`src/rtl/easyaxi_pkg.sv`:
```
// Shared EasyAXI definitions: channel widths, burst/response encodings and
// the AR payload layout used by the slave-side queues.
package easyaxi_pkg;

    localparam int AXI_ID_W    = 4;
    localparam int AXI_ADDR_W  = 32;
    localparam int AXI_DATA_W  = 32;
    localparam int AXI_USER_W  = 4;
    localparam int AXI_LEN_W   = 8;
    localparam int AXI_SIZE_W  = 3;
    localparam int AXI_BURST_W = 2;
    localparam int AXI_RESP_W  = 2;

    typedef enum logic [AXI_BURST_W-1:0] {
        AXI_BURST_FIXED = 2'd0,
        AXI_BURST_INCR  = 2'd1,
        AXI_BURST_WRAP  = 2'd2,
        AXI_BURST_RSVD  = 2'd3
    } axi_burst_e;

    typedef enum logic [AXI_RESP_W-1:0] {
        AXI_RESP_OKAY   = 2'd0,
        AXI_RESP_EXOKAY = 2'd1,
        AXI_RESP_SLVERR = 2'd2,
        AXI_RESP_DECERR = 2'd3
    } axi_resp_e;

    // AR payload, MSB first: {id, addr, len, size, burst, user}
    typedef struct packed {
        logic [AXI_ID_W-1:0]    id;
        logic [AXI_ADDR_W-1:0]  addr;
        logic [AXI_LEN_W-1:0]   len;
        logic [AXI_SIZE_W-1:0]  size;
        logic [AXI_BURST_W-1:0] burst;
        logic [AXI_USER_W-1:0]  user;
    } axi_ar_t;

    localparam int AXI_AR_W = $bits(axi_ar_t);

endpackage

```
`src/rtl/easyaxi_slv_addr_gen.sv`:
```
// Combinational next-beat address for FIXED / INCR / WRAP bursts.
// Arithmetic wraps modulo 2^ADDR_W; the reserved burst type holds the address.
module easyaxi_slv_addr_gen
    import easyaxi_pkg::*;
#(
    parameter int ADDR_W = AXI_ADDR_W
) (
    input  logic [ADDR_W-1:0]      addr,
    input  logic [AXI_LEN_W-1:0]   len,
    input  logic [AXI_SIZE_W-1:0]  size,
    input  logic [AXI_BURST_W-1:0] burst,
    output logic [ADDR_W-1:0]      next_addr
);

    logic [ADDR_W-1:0] incr;
    logic [ADDR_W-1:0] wsize;
    logic [ADDR_W-1:0] wbase;

    // Next address per burst type; INCR realigns so only the first beat may be unaligned
    always_comb begin
        incr      = ADDR_W'(1) << size;
        wsize     = (ADDR_W'(len) + ADDR_W'(1)) << size;
        wbase     = addr & ~(wsize - ADDR_W'(1));
        next_addr = addr;
        case (burst)
            AXI_BURST_INCR: next_addr = (addr & ~(incr - ADDR_W'(1))) + incr;
            AXI_BURST_WRAP: next_addr = wbase | ((addr + incr) & (wsize - ADDR_W'(1)));
            default:        next_addr = addr;
        endcase
    end

endmodule

```
`src/rtl/easyaxi_slv_rd_ctrl.sv`:
```
// EasyAXI slave read controller: in-order AR queue feeding an R burst engine.
// Read data is the beat byte address, so a master can self-check the returns.
//
// state    | meaning
// ---------|-----------------------------------------------------------
// ST_IDLE  | no burst in flight; loads the queue head when one exists
// ST_BURST | rvalid high, beats advance on rready, head popped on rlast
module easyaxi_slv_rd_ctrl
    import easyaxi_pkg::*;
#(
    parameter int                ID_W       = AXI_ID_W,
    parameter int                ADDR_W     = AXI_ADDR_W,
    parameter int                DATA_W     = AXI_DATA_W,
    parameter int                USER_W     = AXI_USER_W,
    parameter int                OST_DEPTH  = 4,
    parameter logic [ADDR_W-1:0] ADDR_LIMIT = ADDR_W'(32'h0000_1000)
) (
    input  logic                   clk,
    input  logic                   rst_n,
    input  logic                   axi_slv_arvalid,
    output logic                   axi_slv_arready,
    input  logic [ID_W-1:0]        axi_slv_arid,
    input  logic [ADDR_W-1:0]      axi_slv_araddr,
    input  logic [AXI_LEN_W-1:0]   axi_slv_arlen,
    input  logic [AXI_SIZE_W-1:0]  axi_slv_arsize,
    input  logic [AXI_BURST_W-1:0] axi_slv_arburst,
    input  logic [USER_W-1:0]      axi_slv_aruser,
    output logic                   axi_slv_rvalid,
    input  logic                   axi_slv_rready,
    output logic [ID_W-1:0]        axi_slv_rid,
    output logic [DATA_W-1:0]      axi_slv_rdata,
    output logic [AXI_RESP_W-1:0]  axi_slv_rresp,
    output logic                   axi_slv_rlast,
    output logic [USER_W-1:0]      axi_slv_ruser,
    output logic                   rd_busy
);

    localparam int PTR_W    = (OST_DEPTH > 1) ? $clog2(OST_DEPTH) : 1;
    localparam int CNT_W    = $clog2(OST_DEPTH) + 1;
    localparam int MAX_SIZE = $clog2(DATA_W / 8);
    localparam logic [CNT_W-1:0] CNT_FULL = CNT_W'(OST_DEPTH);

    typedef struct packed {
        logic [ID_W-1:0]        id;
        logic [ADDR_W-1:0]      addr;
        logic [AXI_LEN_W-1:0]   len;
        logic [AXI_SIZE_W-1:0]  size;
        logic [AXI_BURST_W-1:0] burst;
        logic [USER_W-1:0]      user;
    } ar_req_t;

    typedef enum logic {
        ST_IDLE  = 1'b0,
        ST_BURST = 1'b1
    } rd_state_e;

    function automatic logic [PTR_W-1:0] ptr_inc(input logic [PTR_W-1:0] p);
        return (p == PTR_W'(OST_DEPTH - 1)) ? '0 : p + PTR_W'(1);
    endfunction

    // Malformed requests still return len+1 beats, all flagged SLVERR
    function automatic logic req_slverr(input logic [AXI_LEN_W-1:0]   len,
                                        input logic [AXI_SIZE_W-1:0]  size,
                                        input logic [AXI_BURST_W-1:0] burst);
        logic bad_wrap_len;
        bad_wrap_len = !((len == 8'd1) || (len == 8'd3) || (len == 8'd7) || (len == 8'd15));
        return (burst == AXI_BURST_RSVD) ||
               (32'(size) > 32'(MAX_SIZE)) ||
               ((burst == AXI_BURST_WRAP) && bad_wrap_len);
    endfunction

    rd_state_e             state_q, state_d;
    ar_req_t               q_mem [OST_DEPTH];
    logic [PTR_W-1:0]      wr_ptr, rd_ptr, head_idx;
    logic [CNT_W-1:0]      q_cnt;
    ar_req_t               ar_in, head_req;

    logic [ID_W-1:0]        cur_id;
    logic [ADDR_W-1:0]      cur_addr;
    logic [AXI_LEN_W-1:0]   cur_len;
    logic [AXI_SIZE_W-1:0]  cur_size;
    logic [AXI_BURST_W-1:0] cur_burst;
    logic [USER_W-1:0]      cur_user;
    logic                   cur_slverr;
    logic [AXI_LEN_W-1:0]   beat_cnt;
    logic [ADDR_W-1:0]      next_addr;

    logic ar_hs, r_hs, last_hs, more_after_pop, load;

    assign ar_in = '{id: axi_slv_arid, addr: axi_slv_araddr, len: axi_slv_arlen,
                     size: axi_slv_arsize, burst: axi_slv_arburst, user: axi_slv_aruser};

    assign axi_slv_arready = (q_cnt != CNT_FULL);
    assign ar_hs           = axi_slv_arvalid & axi_slv_arready;
    assign r_hs            = (state_q == ST_BURST) & axi_slv_rready;
    assign last_hs         = r_hs & (beat_cnt == cur_len);
    // Only entries already stored can be chained without a bubble
    assign more_after_pop  = (q_cnt > CNT_W'(1));
    assign load            = ((state_q == ST_IDLE) && (q_cnt != '0)) || (last_hs && more_after_pop);
    assign head_idx        = last_hs ? ptr_inc(rd_ptr) : rd_ptr;
    assign head_req        = q_mem[head_idx];
    assign rd_busy         = (q_cnt != '0) | axi_slv_rvalid;

    easyaxi_slv_addr_gen #(
        .ADDR_W (ADDR_W)
    ) u_addr_gen (
        .addr      (cur_addr),
        .len       (cur_len),
        .size      (cur_size),
        .burst     (cur_burst),
        .next_addr (next_addr)
    );

    // Queue storage: written on AR handshake, no reset needed
    always_ff @(posedge clk) begin
        if (ar_hs) begin
            q_mem[wr_ptr] <= ar_in;
        end
    end

    // Queue pointers and occupancy; the head is popped on its last-beat handshake
    always_ff @(posedge clk or negedge rst_n) begin
        if (!rst_n) begin
            wr_ptr <= '0;
            rd_ptr <= '0;
            q_cnt  <= '0;
        end else begin
            if (ar_hs) begin
                wr_ptr <= ptr_inc(wr_ptr);
            end
            if (last_hs) begin
                rd_ptr <= ptr_inc(rd_ptr);
            end
            case ({ar_hs, last_hs})
                2'b10:   q_cnt <= q_cnt + CNT_W'(1);
                2'b01:   q_cnt <= q_cnt - CNT_W'(1);
                default: q_cnt <= q_cnt;
            endcase
        end
    end

    // FSM state register
    always_ff @(posedge clk or negedge rst_n) begin
        if (!rst_n) begin
            state_q <= ST_IDLE;
        end else begin
            state_q <= state_d;
        end
    end

    // FSM next state
    always_comb begin
        state_d = state_q;
        case (state_q)
            ST_IDLE:  if (q_cnt != '0) state_d = ST_BURST;
            ST_BURST: if (last_hs && !more_after_pop) state_d = ST_IDLE;
            default:  state_d = ST_IDLE;
        endcase
    end

    // Beat registers: load a request, or step beat count and address on handshake
    always_ff @(posedge clk or negedge rst_n) begin
        if (!rst_n) begin
            cur_id     <= '0;
            cur_addr   <= '0;
            cur_len    <= '0;
            cur_size   <= '0;
            cur_burst  <= '0;
            cur_user   <= '0;
            cur_slverr <= 1'b0;
            beat_cnt   <= '0;
        end else if (load) begin
            cur_id     <= head_req.id;
            cur_addr   <= head_req.addr;
            cur_len    <= head_req.len;
            cur_size   <= head_req.size;
            cur_burst  <= head_req.burst;
            cur_user   <= head_req.user;
            cur_slverr <= req_slverr(head_req.len, head_req.size, head_req.burst);
            beat_cnt   <= '0;
        end else if (r_hs) begin
            beat_cnt <= beat_cnt + AXI_LEN_W'(1);
            if (!cur_slverr) begin
                cur_addr <= next_addr;
            end
        end
    end

    // FSM outputs: R channel driven from the beat registers, SLVERR ahead of DECERR
    always_comb begin
        axi_slv_rvalid = (state_q == ST_BURST);
        axi_slv_rlast  = axi_slv_rvalid && (beat_cnt == cur_len);
        axi_slv_rid    = cur_id;
        axi_slv_ruser  = cur_user;
        axi_slv_rdata  = '0;
        axi_slv_rresp  = AXI_RESP_OKAY;
        if (axi_slv_rvalid) begin
            if (cur_slverr) begin
                axi_slv_rresp = AXI_RESP_SLVERR;
            end else if (cur_addr >= ADDR_LIMIT) begin
                axi_slv_rresp = AXI_RESP_DECERR;
            end else begin
                axi_slv_rdata = DATA_W'(cur_addr);
            end
        end
    end

endmodule

```
`config.mk`:
```
export PLATFORM = sky130hd
export DESIGN_NAME = easyaxi_slv_rd_ctrl
export DESIGN_NICKNAME = d
export VERILOG_FILES = /design/src/rtl/easyaxi_pkg.sv /design/src/rtl/easyaxi_slv_addr_gen.sv /design/src/rtl/easyaxi_slv_rd_ctrl.sv
export SDC_FILE = /design/constraint.sdc
export NUM_CORES = 1
export LEC_CHECK = 0
export ABC_AREA = 1
export CAP_MARGIN = 20
export CORE_ASPECT_RATIO = 1.4
export CORE_UTILIZATION = 50
export CTS_CLUSTER_DIAMETER = 150
export DETAILED_ROUTE_END_ITERATION = 16
export HOLD_SLACK_MARGIN = 0.03
export PLACE_DENSITY = 0.69
export REMOVE_ABC_BUFFERS = 1
export SLEW_MARGIN = 0
export SYNTH_ARGS = -nofsm -noshare
export SYNTH_HDL_FRONTEND = slang
export SYNTH_HIERARCHICAL = 1
export SYNTH_SLANG_ARGS = --single-unit
export TNS_END_PERCENT = 20
```
`constraint.sdc`:
```
create_clock -name clk -period 4.8 [get_ports clk]
set_input_delay 0.48 -clock clk [delete_from_list [all_inputs] [get_ports clk]]
set_output_delay 0.48 -clock clk [all_outputs]
set_load 0.03 [all_outputs]
```
==> metrics.txt <==
status=completed; vias in the first global route=about 13000; synth warn=6; sequential area share after synthesis=roughly 50%; H-tree levels=1; Int Pwr=around 6.2 mW; overall die height=between 200 and 250 um; antenna viol nets, final=0; Pre-antenna DRT Iters=6; Leak=roughly 7.3 nW; Slew headroom=approximately a quarter; gpl congestion=0.9775; Total GRT Usage=between 20% and 30%; top_reg_cell synth=edfxtp_1; Crit. End Element=output port; number of synthesized flops with an enable pin=212; first-pass GRT wire length=~70000 um; vias=13390; area grow syn2layout=10.91%; most frequent cells in the layout=392 x nand2_1, 222 x nor2_1, 212 x edfxtp_1; FF+latch count, synth=~280; largest net degree at the start of global routing=84; total power=roughly 12 mW; Die Area=33340 sq um; share of cells above drive strength 1=under 10%; unrepaired setup endpoints after global routing=false; sequential share of power=roughly a third; chip width=roughly 150 um; worst reg-to-reg path cell count=18; PostCTS Resize Cnt=0; most area-consuming cells after synthesis=edfxtp_1 39%, dfrtp_1 11%, nand2_1 9.0%; logic gate share of total power=between 50 and 60%; Hold Vio Cnt, Final=0; Starting Density=around half; CTS hold repair buffers=0; ant diodes=0; initial antenna violation count=0; Unique masters post-synth=56; Setup TNS=0 ns; worst hold slack=~0.37 ns; Clock power frac=between 10% and 20%; Core Box Area=approximately 32000 sq um; period utilization=between 80% and 90%; First DRT Iteration DRCs=between 1000 and 1500; CTS tree=built; Worst Path Max Fanout=12; Final Slew Violations=0; grt total ovfl=0; placement row count=77; average cell area after synthesis=8.522 sq um; CTS sink count=between 200 and 300; Worst Setup SP=cur_addr[26]$_DFFE_PN0P_; Peak VDD IR=approximately 0.00035 V; Detail Placement HPWL=approximately 30000 um; final clock skew=between 0.015 and 0.02 ns; dpl cells=~2300; Finished Core Util=a little under three fifths; Critical Path Start Type=register; Synth top area share=39.05%; Max Cap Violations=0; NetSw=between 5 and 6 mW; root buffer cell=clkbuf_16; Layout Nets=between 2000 and 2500; R2R Setup Slk=~1.2 ns; Post-CTS Setup Repair Bufs=0; drt total wl=43310 um; Min-Delay Path Class=in -> async; clock tree buffer depth=3; Clock Latency Late Sink=between 0.5 and 0.6 ns; FFs w/ async S/R, synth=24.82%; worst slew pin tran=1.099 ns; Cell Pwr Density=between 600 and 700 nW/um^2; TritonCTS Buffers=25; crit path to=axi_slv_rdata[6]; critical path type=reg -> out; Worst Path Required=approximately 4.3 ns; Top Ports=around 100; worst r2r dst=cur_addr[15]$_DFFE_PN0P_; PortBufs=roughly 80; non-filler instance count after layout=approximately 2400; synthesized netlist cell count=~1900; vias per cell=5.650; DR WL/cell=18.27 um; final setup vio count=0; most common cell after layout, fill and taps aside=nand2_1; Tmin final=around 4.0 ns; Cell Area, Synth=around 16000 sq um; WP data arrival=approximately 3.6 ns; Fmax=between 0.2 and 0.25 GHz; cell taking the most area after synthesis=edfxtp_1; Clk pin slew, worst setup/hold paths=about 0.070 ns; worst flop-to-flop path startpoint=cur_size[0]$_DFFE_PN0N_; Net Sw Frac=47.94%; drc violations=0
layout make-up:
type                       instances  area [sq um]
clock buffer                      27         633.1
clock inverter                    19         182.7
fill                            2858         13710
inverter                         193         726.9
multi-input combinational       1355          6933
sequential                       282          8118
tap                              395         494.2
timing repair buffer              99         993.5
power by group through the flow:
stage / sequential (mW) / clock [mW] / combinational, mW
after floorplan: 3.86 / 0 / 4.22
after global placement: 3.97 / 0 / 5.95
after detailed placement: 3.99 / 0 / 5.99
after CTS: 3.94 / 2.03 / 6.02
after global routing: 4.03 / 2.11 / 6.78
final: 3.95 / 1.99 / 6.06
how the worst min path moves through the flow:
stage	startpoint	to	slack [ns]	depth (start not counted)
2_1_floorplan	rst_n	axi_slv_rid[0]$_DFFE_PN0N_	0.18	0
3_3_place_gp	cur_burst[1]$_DFFE_PN0N_	cur_burst[1]$_DFFE_PN0N_	0.49	1
3_5_place_dp	cur_burst[1]$_DFFE_PN0N_	cur_burst[1]$_DFFE_PN0N_	0.50	1
4_1_cts	rst_n	axi_slv_ruser[0]$_DFFE_PN0N_	0.13	1
5_1_grt	rst_n	axi_slv_ruser[0]$_DFFE_PN0N_	0.35	2
6_report	rst_n	axi_slv_ruser[0]$_DFFE_PN0N_	0.37	2
cell families after synthesis:
| family | synth area share, % |
|---|---|
| AO/OA/AOI/OAI | 12.38 |
| other | 0.02300 |
| buffers and inverters | 8.304 |
| flip-flops | 49.79 |
| AND/OR/NAND/NOR | 25.69 |
| adder cells (fa/ha/maj) | 2.195 |
| XOR/XNOR | 1.612 |
through the flow:
| stage | area, sq um | setup WS [ns] |
|---|---|---|
| after floorplan | 15750 | 0.9081 |
| after global placement | 17210 | 1.223 |
| after detailed placement | 17230 | 1.230 |
| after CTS | 18040 | 0.8299 |
| after global routing | 18080 | 0.6112 |
| final | 18080 | 0.7596 |
synthesized netlist by cell type (all sizes together) (7+ instances only):
cell type,count
a21oi,113
a31oi,17
buf,77
clkbuf,25
dfrtp,70
edfxtp,212
ha,27
inv,193
nand2,428
nand3,177
nand4,27
nor2,245
nor3,14
nor3b,13
nor4,11
o211ai,12
o21ai,148
o21bai,22
o22ai,33
xnor2,7
xor2,23
layer usage:
layer,GRT usage [%],vias up,wire [um]
met5,0,-,0
met4,9.934,0,1464
met3,2.048,79,1989
met2,45.37,405,21170
met1,35.19,6387,18680
li1,-,6519,-
worst max-delay path: stages (launching register included):
cell	delay, ns
dfrtp_1	0.50
nor4_1	0.37
nand4_1	0.13
nor2_1	0.49
inv_1	0.47
nor3b_1	0.34
clkdlybuf4s50_1	0.72
sequential cells by signal (all words and copies together), names as in the netlist, 2 cells and up:
name           count
q_cnt              3
wr_ptr             2
axi_slv_ruser      4
q_mem            212
rd_ptr             2
beat_cnt           8
axi_slv_rid        4
cur_len            8
cur_burst          2
cur_addr          32
cur_size           3
No activity file was read; power rests on OpenSTA's default activity.
==> variant 1 (same settings) <==
Set the package constant `AXI_SIZE_W` to 6 (it was 3).
--- a/src/rtl/easyaxi_pkg.sv
+++ b/src/rtl/easyaxi_pkg.sv
@@ -7,7 +7,7 @@
     localparam int AXI_DATA_W  = 32;
     localparam int AXI_USER_W  = 4;
     localparam int AXI_LEN_W   = 8;
-    localparam int AXI_SIZE_W  = 3;
+    localparam int AXI_SIZE_W  = 6;
     localparam int AXI_BURST_W = 2;
     localparam int AXI_RESP_W  = 2;
 
Ports: changed (resized axi_slv_arsize); port bits go from 103 to 106. The function was not compared with the original's and may differ.
==> variant 1 against the original RTL <==
Sequential cell count is 15 higher. Largest cell class is now multi-input gates. Non-clock buffer count increased by 41. Area after synthesis increased by 28%. Power is 44% lower. Die area rose by 28%. Core utilization is 0.36 points lower. Largest power group is now sequential cells. Critical path depth grew 24. Final area increased by 29%. Wire length up 64%. Setup slack got worse by 0.52 ns.
==> variant 1: results (changes against the original RTL) <==
** Run status
- Result of the run :: complete, no violations

** Placed design
- The cell area after placement was 22,300 sq um (+29%).
- The count of input and output buffers was 85 (+3.7%).
- Post-Place Cells :: 3,340 (+44%)
- HPWL after detailed placement :: 53,100 microns (+76%)

** Worst setup path
- The slack of the worst reg-to-reg path came to 0.24 ns (-0.91 ns).
- The peak per-stage delay on the critical path is 0.43 ns (-0.29 ns).
- The worst path arrival time was 5.00 ns (+1.44 ns).
- The worst-path maximum fanout is 8 (-4).
- Worst path slowest cell :: dfrtp_1
- CP endpoint :: cur_addr[24]

** Global routing
- Maximum number of pins on one net before global-route repair :: 93 (+11%)
- The met1 global-route usage was 39.7% (+4.5 points).
- Vias in the first global route :: 18.6k (+47%)
- Overall routing resource usage :: 33.3% (+6.8 points)
- The wire length of the first global-routing pass was 108,000 microns (+57%).
- Met3 track demand over resource :: 3.42% (+1.4 points)

** Drt
- The routed length on met1 was 27,600 microns (+48%).
- Final Routed Wirelength :: 70,900 microns (+64%)
- The post-detailed-route wirelength per cell came to 20.9 microns (+14%).
- Ratio of routed vias to standard cells :: 5.65 (about the same)
- WL met3 :: 3590 microns (+81%)
- The wire length on met2 came to 34,800 microns (+65%).

** Finish
- Number of fill cells in the layout :: 3,889 (+36%)
- Fraction of final layout cells with drive strength greater than 1 :: 10.7% (+2.1 points)
- Biggest regs :: q_mem x224, cur_addr x32
- Net count of the finished layout :: 2,958 (+45%)

** Pwr
- The switching share of total power came to 28.1% (-20 points).
- The static power due to leakage came to 10.6 nW (+45%).
- The cell area power density is 286 nW/um^2 (-57%).
- Worst ir drop on vdd :: 0.418 mV (+19%)
- The clock distribution power is 2.18 mW (+9.5%).
- The share of total power in sequential cells is 51.1% (+18 points).

** Logic synthesis
- The synthesized-area fraction occupied by xor and xnor cells came to 2.05% (+0.44 points).
- The commonest cells after synthesis are nand2_1 (752), nor2_1 (271), inv_1 (263).
- The number of enable-type register cells in the synthesized netlist came to 224 (+5.7%).
- In the post-synthesis netlist, the biggest area contributors are edfxtp_1 (32%), nand2_1 (14%), dfrtp_1 (8.7%), nand3_1 (5.5%), nor2_1 (4.9%).
- The number of different library cells in the post-synthesis netlist was 64 (+14%).

** STA
- Clock skew after layout :: 0.0331 ns (+0.0176 ns)
- Worst max-slew margin expressed relative to the limit :: 20.6% (-6.0 points)

** Clock network
- Clock latency on the worst-skew pair :: 0.57 ns (+0.03 ns)
- Largest buffer count on any clock path :: 3 (unchanged)
- Number of CTS-inserted buffers :: 27 (+8.0%)
-- variant 1: how the worst min path moves through the flow --
stage                       startpoint  slack, ns  cells after the start        endpoint
final                            rst_n       0.48                      2    cur_addr[11]
after global routing             rst_n       0.52                      2    cur_addr[11]
after CTS                        rst_n       0.46                      2    cur_addr[11]
after detailed placement  cur_burst[0]       0.50                      2    cur_burst[0]
after global placement    cur_burst[0]       0.50                      2    cur_burst[0]
after floorplan                  rst_n       0.18                      0  axi_slv_rid[0]
-- variant 1: what timing repair did --
item | CTS | global route
hold endpoints to repair | 39 | 0
resized for setup | 0 | 21
buffers inserted | 0 | 3
endpoints found under the setup margin | 0 | 9
hold buffers | 1 | 0
-- variant 1: layout make-up --
type | count | area [sq um] | area share (%)
well taps | 540 | 676 | 2.90
clock buffers | 34 | 742 | 3.19
clock inverters | 15 | 149 | 0.640
repair buffers | 140 | 1300 | 5.59
multi-input cells | 2058 | 10700 | 45.9
inverters | 309 | 1170 | 5.03
flip-flops and latches | 297 | 8560 | 36.8
==> variant 2 (same flow settings) <==
Made on the original files. Make the reset (`rst_n`) synchronous in 3 clocked blocks.
--- a/src/rtl/easyaxi_slv_rd_ctrl.sv
+++ b/src/rtl/easyaxi_slv_rd_ctrl.sv
@@ -119,7 +119,7 @@
     end
 
     // Queue pointers and occupancy; the head is popped on its last-beat handshake
-    always_ff @(posedge clk or negedge rst_n) begin
+    always_ff @(posedge clk) begin
         if (!rst_n) begin
             wr_ptr <= '0;
             rd_ptr <= '0;
@@ -140,7 +140,7 @@
     end
 
     // FSM state register
-    always_ff @(posedge clk or negedge rst_n) begin
+    always_ff @(posedge clk) begin
         if (!rst_n) begin
             state_q <= ST_IDLE;
         end else begin
@@ -159,7 +159,7 @@
     end
 
     // Beat registers: load a request, or step beat count and address on handshake
-    always_ff @(posedge clk or negedge rst_n) begin
+    always_ff @(posedge clk) begin
         if (!rst_n) begin
             cur_id     <= '0;
             cur_addr   <= '0;
Formal check against the unedited RTL: differs if rst_n is asserted again (counterexample within 4 cycles, from zero or initial values and one cycle with rst_n low); with rst_n held inactive, the same outputs for 4 cycles.
==> variant 2 against the original RTL <==
Setup slack better by 0.17 ns. Core utilization shrank 0.36 points. Area after synthesis shrank 1.9%. Power is 6.0% lower. Sequential share of layout area down 1.3 points. Final area shrank 1.5%. Sequential power shrank 15%. Sequential cell count unchanged. Wire length is 0.44% lower. Critical path type unchanged.
==> variant 2: results (changes against the original RTL) <==
** Worst setup path
- The startpoint identified for the worst register-to-register timing path is cur_size[0].
- In this run the critical register-to-register path is captured at cur_addr[31].
- Cells on worst reg2reg path :: 21 (+3)
- CP Data Arrival Time :: 3.39 ns (-0.17 ns)
- The slack of the worst reg-to-reg path was 1.09 ns (-0.06 ns).
- CP max FO :: 13 (+1)

** Finish
- Fraction of final layout cells with drive strength greater than 1 :: 8.47% (-0.19 points)
- In the final layout, the registers with the most flip-flops are q_mem x212, cur_addr x32.
- The number of nets in the final layout was 2,051 (+0.49%).
- Number of diodes :: 0 (unchanged)

** Run status
- The run finished with clean final reports.

** Worst hold path
- Worst Hold Class :: reg -> reg
- Launch point of the worst hold path :: cur_size[2]
- The worst hold path passes through 2 cells.

** Drt
- The via total after detailed routing is 13.6k (+1.9%).
- The post-detailed-route wirelength per cell came to 18.1 microns (-0.81%).
- The number of DRC markers in iteration 0 was 1,065 (+5.4%).
- The number of search-and-repair iterations in the first detailed-routing pass came to 5 (-1).

** Clock network
- The hold buffer count at CTS is 0 (unchanged).
- The level count of the clock H-tree was 1 (unchanged).
- The number of buffers added by the clock tree synthesis step was 26 (+4.0%).
- The largest buffer count on any clock path was 3 (unchanged).
- Clock latency on the worst-skew pair :: 0.54 ns (about the same)
- Cell chosen for the clock root :: clkbuf_16

** Logic synthesis
- Asr flop ratio synth :: 0% (-25 points)
- The number of synthesis warnings was 6 (unchanged).
- Number of synthesized flops with an enable pin :: 212 (unchanged)
- Register area share after synthesis :: 48.6% (-1.2 points)
- Synth top area cells :: edfxtp_1 (40%), nand2_1 (9.8%), dfxtp_1 (8.8%), nand3_1 (5.4%), nor2_1 (5.3%)
- Count of unique library cells instantiated by Yosys :: 57 (+1.8%)
- By count the netlist is led by nand2_1 (417), nor2_1 (226), edfxtp_1 (212).

** Pwr
- The worst-case vdd ir drop was 0.356 mV (+1.2%).
- Leak pwr :: 6.82 nW (-6.5%)

** STA
- Clock skew after layout :: 0.00951 ns (-0.00596 ns)
- Worst max-slew margin expressed relative to the limit :: 30.4% (+3.8 points)

** Global routing
- The initial antenna violation count came to 0 (unchanged).
- Maximum number of pins on one net before global-route repair :: 102 (+21%)
- The aggregate global-route resource usage was 26.6% (+0.064 points).
- First-pass GRT wire length :: 68,300 microns (-0.92%)
- Vias in the first global route :: 13.0k (+3.2%)

** Placed design
- The global placement routability congestion was 1.03 (+5.1%).
- HPWL after detailed placement :: 29,900 microns (-0.81%)
-- variant 2: changes by cell type after synthesis, moves of 15 or more --
cell      before  now
dfrtp_1       70    0
dfxtp_1        0   70
a21oi_1      110   45
nand2_1      392  417
a31oi_1       17   40
o21ai_1       20   42
o21bai_1      21    5
o21ai_0      121  136
-- variant 2: worst max-delay path, cell delays in order, from the launching register on --
cell and delay, ns:
dfxtp_1 0.40, nor4_1 0.32, nand3_1 0.12, nor2_1 0.20
nand2_1 0.50, nor3b_1 0.55, clkdlybuf4s50_1 0.76
-- variant 2: kinds of logic after synthesis --
logic type / synth area share, %
buf+inv: 8.24
compound gates: 12.7
flops: 48.6
simple gates: 26.6
xor+xnor: 1.59
fa+ha+maj: 2.24
other cells: 0.0235
-- variant 2: cell type report --
class | instances | area [sq um]
Tap cell | 395 | 494
Timing Repair Buffer | 101 | 991
Inverter | 180 | 678
Fill cell | 2819 | 13700
Clock buffer | 31 | 701
Sequential cell | 282 | 7770
Clock inverter | 15 | 159
Multi-Input combinational cell | 1375 | 7010
-- variant 2: metrics by stage --
step	area [sq um]	power, mW	cells	setup WS (ns)	hold slack [ns]
after global placement	16900	9.04	2332	1.33	0.484
after CTS	17800	11.2	2378	0.997	0.518
after floorplan	15400	7.35	1837	0.952	0.479
final	17800	11.3	2379	0.929	0.511
after detailed placement	16900	9.14	2332	1.17	0.502
after global routing	17800	12.1	2379	0.805	0.564
-- variant 2: how the worst max path moves through the flow --
| stage | from | endpoint | slack, ns | cells after the start |
|---|---|---|---|---|
| final | cur_addr[17] | axi_slv_rdata[3] | 0.93 | 6 |
| after global routing | cur_size[0] | cur_addr[31] | 0.80 | 21 |
| after CTS | cur_addr[17] | axi_slv_rdata[2] | 1.0 | 6 |
| after detailed placement | cur_size[0] | cur_addr[31] | 1.17 | 21 |
| after global placement | cur_size[0] | cur_addr[31] | 1.33 | 21 |
| after floorplan | q_cnt[0] | q_mem[0][0] | 0.95 | 5 |
-- variant 2: report_power, final --
group	switching, mW	internal (mW)	total [mW]
sequential	0.392	2.96	3.35
clock	0.883	1.20	2.09
combinational	4.08	1.77	5.85
-- variant 2: layer usage --
layer,global-route usage [%],part of all wire [%],vias to the layer above
li1,-,-,6613
met1,32.7,41,6448
met2,46.7,49,478
met3,3.17,5.6,106
met4,12.5,4.1,0
met5,0,0,-
